$ cat config.mk
export PLATFORM = sky130hd
export DESIGN_NAME = onchip_mem_wiper
export DESIGN_NICKNAME = d
export VERILOG_FILES = /design/src/rtl/onchip_mem_wiper.sv
export SDC_FILE = /design/constraint.sdc
export NUM_CORES = 1
export LEC_CHECK = 0
export CAP_MARGIN = 15
export CORE_MARGIN = 5
export CORE_UTILIZATION = 55
export CTS_CLUSTER_DIAMETER = 200
export CTS_CLUSTER_SIZE = 8
export DETAILED_ROUTE_END_ITERATION = 12
export PLACE_DENSITY = 0.85
export SLEW_MARGIN = 20
export SYNTH_ARGS = -nofsm -noshare
export SYNTH_HDL_FRONTEND = slang
export SYNTH_SLANG_ARGS = --single-unit
$ cat constraint.sdc
create_clock -name clk -period 4.2 [get_ports clk]
set_clock_uncertainty 0.05 [all_clocks]
set_input_delay 0.42 -clock clk [delete_from_list [all_inputs] [get_ports clk]]
set_output_delay 0.42 -clock clk [all_outputs]
set_load 0.005 [all_outputs]
$ cat src/rtl/onchip_mem_wiper.sv
// onchip_mem_wiper: Avalon-MM master that fills a word range of the on-chip
// RAM with a latched pattern and can optionally read the range back to check it.
//
// state  | meaning
// IDLE   | waiting for start; range check happens on the start cycle
// WRITE  | one pattern write per cycle, base .. base+num-1
// VERIFY | one read per cycle; each word is compared one cycle after its read
// DONE   | one-cycle done pulse, then back to IDLE
`timescale 1ns/1ps

module onchip_mem_wiper #(
    parameter int ADDR_W = 13,
    parameter int DATA_W = 32,
    parameter int DEPTH  = 6500
) (
    input  logic                clk,
    input  logic                reset_n,
    input  logic                start,
    input  logic                abort,
    input  logic [ADDR_W-1:0]   base_addr,
    input  logic [ADDR_W:0]     num_words,
    input  logic [DATA_W-1:0]   pattern,
    input  logic                verify_en,
    output logic                busy,
    output logic                done,
    output logic                error,
    output logic [ADDR_W-1:0]   err_addr,
    output logic [ADDR_W-1:0]   mem_address,
    output logic [DATA_W/8-1:0] mem_byteenable,
    output logic                mem_chipselect,
    output logic                mem_write,
    output logic [DATA_W-1:0]   mem_writedata,
    output logic                mem_clken,
    input  logic [DATA_W-1:0]   mem_readdata
);

    localparam int BE_W = DATA_W / 8;

    typedef enum logic [1:0] {S_IDLE, S_WRITE, S_VERIFY, S_DONE} state_t;

    state_t              r_state;
    logic [ADDR_W-1:0]   r_base;
    logic [ADDR_W:0]     r_num;
    logic [ADDR_W:0]     r_remain;
    logic [ADDR_W-1:0]   r_addr;
    logic [ADDR_W-1:0]   r_cmp_addr;
    logic [DATA_W-1:0]   r_pattern;
    logic                r_verify;
    logic                r_rd_pend;
    logic                r_busy;
    logic                r_done;
    logic                r_error;
    logic [ADDR_W-1:0]   r_err_addr;
    logic                r_cs;
    logic                r_we;

    // One extra bit beyond the address+1 width so the end-of-range sum cannot wrap.
    logic [ADDR_W+1:0]   w_end;
    logic                w_range_bad;
    logic                w_mismatch;

    assign w_end       = {2'b00, base_addr} + {1'b0, num_words};
    assign w_range_bad = (w_end > (ADDR_W+2)'(DEPTH));
    // r_rd_pend marks that mem_readdata this cycle belongs to r_cmp_addr.
    assign w_mismatch  = r_rd_pend && (mem_readdata != r_pattern);

    assign busy           = r_busy;
    assign done           = r_done;
    assign error          = r_error;
    assign err_addr       = r_err_addr;
    assign mem_address    = r_addr;
    assign mem_chipselect = r_cs;
    assign mem_write      = r_we;
    assign mem_writedata  = r_pattern;
    assign mem_byteenable = {BE_W{1'b1}};
    assign mem_clken      = 1'b1;

    // Sequencer: state, RAM strobes, address walk and verify compare pipeline.
    always_ff @(posedge clk or negedge reset_n) begin
        if (!reset_n) begin
            r_state    <= S_IDLE;
            r_base     <= '0;
            r_num      <= '0;
            r_remain   <= '0;
            r_addr     <= '0;
            r_cmp_addr <= '0;
            r_pattern  <= '0;
            r_verify   <= 1'b0;
            r_rd_pend  <= 1'b0;
            r_busy     <= 1'b0;
            r_done     <= 1'b0;
            r_error    <= 1'b0;
            r_err_addr <= '0;
            r_cs       <= 1'b0;
            r_we       <= 1'b0;
        end else begin
            r_done <= 1'b0;
            case (r_state)
                S_IDLE: begin
                    if (start) begin
                        r_base    <= base_addr;
                        r_num     <= num_words;
                        r_pattern <= pattern;
                        r_verify  <= verify_en;
                        r_error   <= 1'b0;
                        if (num_words == '0) begin
                            r_state <= S_DONE;
                            r_done  <= 1'b1;
                        end else if (w_range_bad) begin
                            r_error    <= 1'b1;
                            r_err_addr <= base_addr;
                        end else begin
                            r_state  <= S_WRITE;
                            r_busy   <= 1'b1;
                            r_cs     <= 1'b1;
                            r_we     <= 1'b1;
                            r_addr   <= base_addr;
                            r_remain <= num_words - (ADDR_W+1)'(1);
                        end
                    end
                end
                S_WRITE: begin
                    if (abort) begin
                        r_state <= S_IDLE;
                        r_busy  <= 1'b0;
                        r_cs    <= 1'b0;
                        r_we    <= 1'b0;
                    end else if (r_remain == '0) begin
                        if (r_verify) begin
                            r_state   <= S_VERIFY;
                            r_we      <= 1'b0;
                            r_addr    <= r_base;
                            r_remain  <= r_num - (ADDR_W+1)'(1);
                            r_rd_pend <= 1'b0;
                        end else begin
                            r_state <= S_DONE;
                            r_done  <= 1'b1;
                            r_busy  <= 1'b0;
                            r_cs    <= 1'b0;
                            r_we    <= 1'b0;
                        end
                    end else begin
                        r_addr   <= r_addr + ADDR_W'(1);
                        r_remain <= r_remain - (ADDR_W+1)'(1);
                    end
                end
                S_VERIFY: begin
                    if (abort) begin
                        r_state   <= S_IDLE;
                        r_busy    <= 1'b0;
                        r_cs      <= 1'b0;
                        r_rd_pend <= 1'b0;
                    end else if (w_mismatch) begin
                        r_state    <= S_IDLE;
                        r_error    <= 1'b1;
                        r_err_addr <= r_cmp_addr;
                        r_busy     <= 1'b0;
                        r_cs       <= 1'b0;
                        r_rd_pend  <= 1'b0;
                    end else if (r_rd_pend && !r_cs) begin
                        // final word compared clean and no read is outstanding
                        r_state   <= S_DONE;
                        r_done    <= 1'b1;
                        r_busy    <= 1'b0;
                        r_rd_pend <= 1'b0;
                    end else begin
                        r_rd_pend  <= r_cs;
                        r_cmp_addr <= r_addr;
                        if (r_cs) begin
                            if (r_remain == '0) begin
                                r_cs <= 1'b0;
                            end else begin
                                r_addr   <= r_addr + ADDR_W'(1);
                                r_remain <= r_remain - (ADDR_W+1)'(1);
                            end
                        end
                    end
                end
                S_DONE: begin
                    r_state <= S_IDLE;
                end
                default: begin
                    r_state <= S_IDLE;
                end
            endcase
        end
    end

endmodule

==> impl_metrics.tcl <==
set metrics [dict create \
    hold_viol_final 0 \
    setup_slack_ns 0.488 \
    final_layout_size_suffix_gt1_share_pct 20.7 \
    die_w_um 128 \
    place_congestion 0.911 \
    postSynthCellCount 729 \
    sw_frac_of_total_pct 36.4 \
    power.internal_w 0.00516 \
    dpl-instance-area_um2 9450 \
    die_area_um2 16400 \
    cts_setup_buffers 0 \
    regArea_um2 3030 \
    synth.avg_cell_area_um2 10.5 \
    critPathKind "in2reg" \
    dp_cells 1050 \
    grtUsageTotal_pct 27.5 \
    grt_overflow 0 \
    n_antenna_cell 0 \
    ys_ff_latch 121 \
    io_buffers 158 \
    ys.flop_type "dfrtp_1" \
    leakagePower_nw 4.20 \
    synthArstFlopShare_pct 100 \
    synth-edff-count 0 \
    crit_required_ns 4.46 \
    clk_path_buf_depth 2 \
    max_slew.worst_pin.slew_ns 0.925 \
    final_area_um2 10200 \
    cp_max_fo 24 \
    ioPinCount 164 \
    drtAntennaViolNets 0 \
    row_count 43 \
    fin_crit_ns 3.71 \
    rsz0062_at_grt "false" \
    htreeDepth 4 \
    min_path_type "in2async" \
    clk_pin_slew_ns 0.06 \
    grt_pass1_wl_um 35500 \
    max_stage_delay_ns 0.49 \
    cp.arrival_ns 3.97 \
    die_y_um 128 \
    power_density_nw_per_um2 798 \
    slew_headroom_pct 38.4 \
    cts_buffers 17 \
    root_buffer "clkbuf_16" \
    drt-initial-drc-count 642 \
    synth_cell_types 79 \
    wire_per_inst_um 20.4 \
    status "completed" \
    combPwrFrac_pct 50.1 \
    maxSlewViolCount 0 \
    timing.fmax_ghz 0.269 \
    cp-end-kind "flop" \
    ctsResizeCount 0 \
    clk_latency_ns 0.43 \
    peakVddDrop_mv 0.446 \
    period_share_pct 88.4 \
    clkPwrFrac_pct 20.5 \
    ys.warnings.count 0 \
    area_growth_pct 32.2 \
    vias 6565 \
    seq_area_frac_synth_pct 39.4 \
    dp_hpwl_um 15200 \
    multiInputGateArea_um2 4390 \
    pwr-share-seq_pct 29.4 \
    p_sw_w 0.00295 \
    dp_slack_ns 0.125 \
    grt_pass1_vias 6661 \
    setup_violations 0 \
    netlist_area_um2 7690 \
    crit_slowest_cell "clkdlybuf4s50_1" \
    coreArea_um2 13800 \
    startpoint_type "input port" \
    viasPerCell 6.06 \
    grt_max_degree 76 \
    nFillCells 950 \
    path_cells "clkdlybuf4s50_1, ha_1, fa_1, a211oi_1, o211a_1, o21ai_1, nor4bb_1, mux2i_1, a211oi_4, o21ai_4, a21boi_4, buf_12, mux2_2" \
    cts_num_sinks 121 \
    hold_buffers 0 \
    firstDrtPassIters 5 \
    cap_viol_max_count 0 \
    route.detailed.drc 0 \
    nets 1009 \
    antenna_found_initial 0 \
    finalSetupTns_ns 0 \
    start_util_pct 55.8 \
    cts_tree "yes" \
    wl_um 22100 \
    stdcell_count 1084 \
]
==> layout make-up <==
type                    count  share of cell area [%]
multi-input cells         551                    43.2
clock buffers              22                    4.76
flip-flops and latches    121                    29.8
well taps                 180                    2.22
clock inverters            10                    1.86
inverters                  28                    1.03
repair buffers            172                    17.2
==> logic make-up after synthesis <==
kind of cell    synth area share (%)
simple gates                    13.2
other cells                   0.0488
mux                             18.5
flops                           39.4
xor+xnor                        8.77
compound gates                  12.7
fa+ha+maj                       3.68
buf+inv                         3.76
==> cell usage after synthesis, drive strengths merged (2+ instances only) <==
library cell    n  share of area [%]
a211oi          3               0.46
a21boi          2               0.34
a21o            7               0.70
a21oi          38                2.7
a22oi          15                1.5
a31oi           2               0.16
and2            3               0.26
and3            4               0.33
buf            13                1.4
clkbuf         20                1.0
dfrtp         121                 39
ha             21                3.4
inv            28                1.4
mux2          114                 18
mux2i           5               0.65
nand2          40                2.0
nand2b          7               0.63
nand3          20                1.3
nand3b          4               0.39
nand4          12               0.98
nor2           45                2.2
nor2b           3               0.24
nor3           20                1.5
nor4           14                1.6
o2111ai         2               0.23
o211ai          5               0.49
o21ai          32                2.3
o221ai          9                1.0
o22ai           6               0.49
o311ai          4               0.46
o32ai           2               0.23
o41a            2               0.29
or2             3               0.24
or3             4               0.33
or3b            2               0.23
or4             2               0.20
xnor2          57                6.5
xor2           20                2.3
==> worst max-delay path, delay by kind of cell <==
family | cells | cell delay (ns)
compound gates | 6 | 1.31
buf+inv | 2 | 0.73
simple gates | 1 | 0.25
mux | 2 | 0.54
fa+ha+maj | 2 | 0.72
==> stage by stage <==
| step | total power [W] | hold WS, ns | util [%] |
|---|---|---|---|
| 3_5_place_dp | 0.00635 | 0.441 | 68.6 |
| 3_3_place_gp | 0.00622 | 0.432 | 68.6 |
| 4_1_cts | 0.00808 | 0.130 | 73.5 |
| 6_report | 0.00811 | 0.430 | 73.8 |
| 2_1_floorplan | 0.00493 | 0.0744 | - |
| 5_1_grt | 0.00857 | 0.457 | 73.8 |
==> flip-flops by register name (all words and copies together), names as in the netlist, 2 cells and up <==
signal         count
r_remain          14
mem_address       13
r_state            2
r_num             14
r_cmp_addr        13
r_base            13
err_addr          13
mem_writedata     32
==> layer usage <==
metal	up-vias	GRT usage [%]	share of wire [%]
met4	0	9.61	2.7
met3	51	6.46	6.5
met1	3275	36.0	41
li1	2969	-	-
met5	-	0	0
met2	270	44.9	50
==> power by group through the flow <==
stage | Clock [W] | Sequential [W] | Combinational [W]
2_1_floorplan | 0 | 0.00224 | 0.00269
3_5_place_dp | 0 | 0.00237 | 0.00399
5_1_grt | 0.00173 | 0.00246 | 0.00438
3_3_place_gp | 0 | 0.00234 | 0.00388
6_report | 0.00167 | 0.00238 | 0.00406
4_1_cts | 0.00167 | 0.00237 | 0.00404
==> worst paths after layout <==
kind / start / end / slack [ns] / cells after the start
max: num_words[0] / r_remain[13]$_DFFE_PN0P_ / 0.49 / 13
min: reset_n / mem_writedata[8]$_DFFE_PN0P_ / 0.43 / 2
max reg2reg: r_remain[0]$_DFFE_PN0P_ / mem_address[11]$_DFFE_PN0P_ / 0.57 / 12
min reg2reg: r_cmp_addr[0]$_DFFE_PN0P_ / r_cmp_addr[0]$_DFFE_PN0P_ / 0.46 / 1
max in group asynchronous: reset_n / r_base[7]$_DFFE_PN0P_ / 3.07 / 3
min in group clk: r_cmp_addr[0]$_DFFE_PN0P_ / r_cmp_addr[0]$_DFFE_PN0P_ / 0.46 / 1
==> cell usage in the layout (no fill, tap or decap), drive strengths merged, types with 9 or more instances in the layout <==
cell	synthesis	layout
mux2	114	114
dfrtp	121	121
o21ai	32	32
a21oi	38	38
inv	28	28
xor2	20	20
nand4	12	12
nand2	40	40
buf	13	14
nor4	14	14
xnor2	57	57
nor2	45	45
clkdlybuf4s50	0	157
o221ai	9	9
ha	21	21
clkbuf	20	22
nand3	20	20
nor3	20	20
a22oi	15	15
Power figures use the tool's default switching activity.
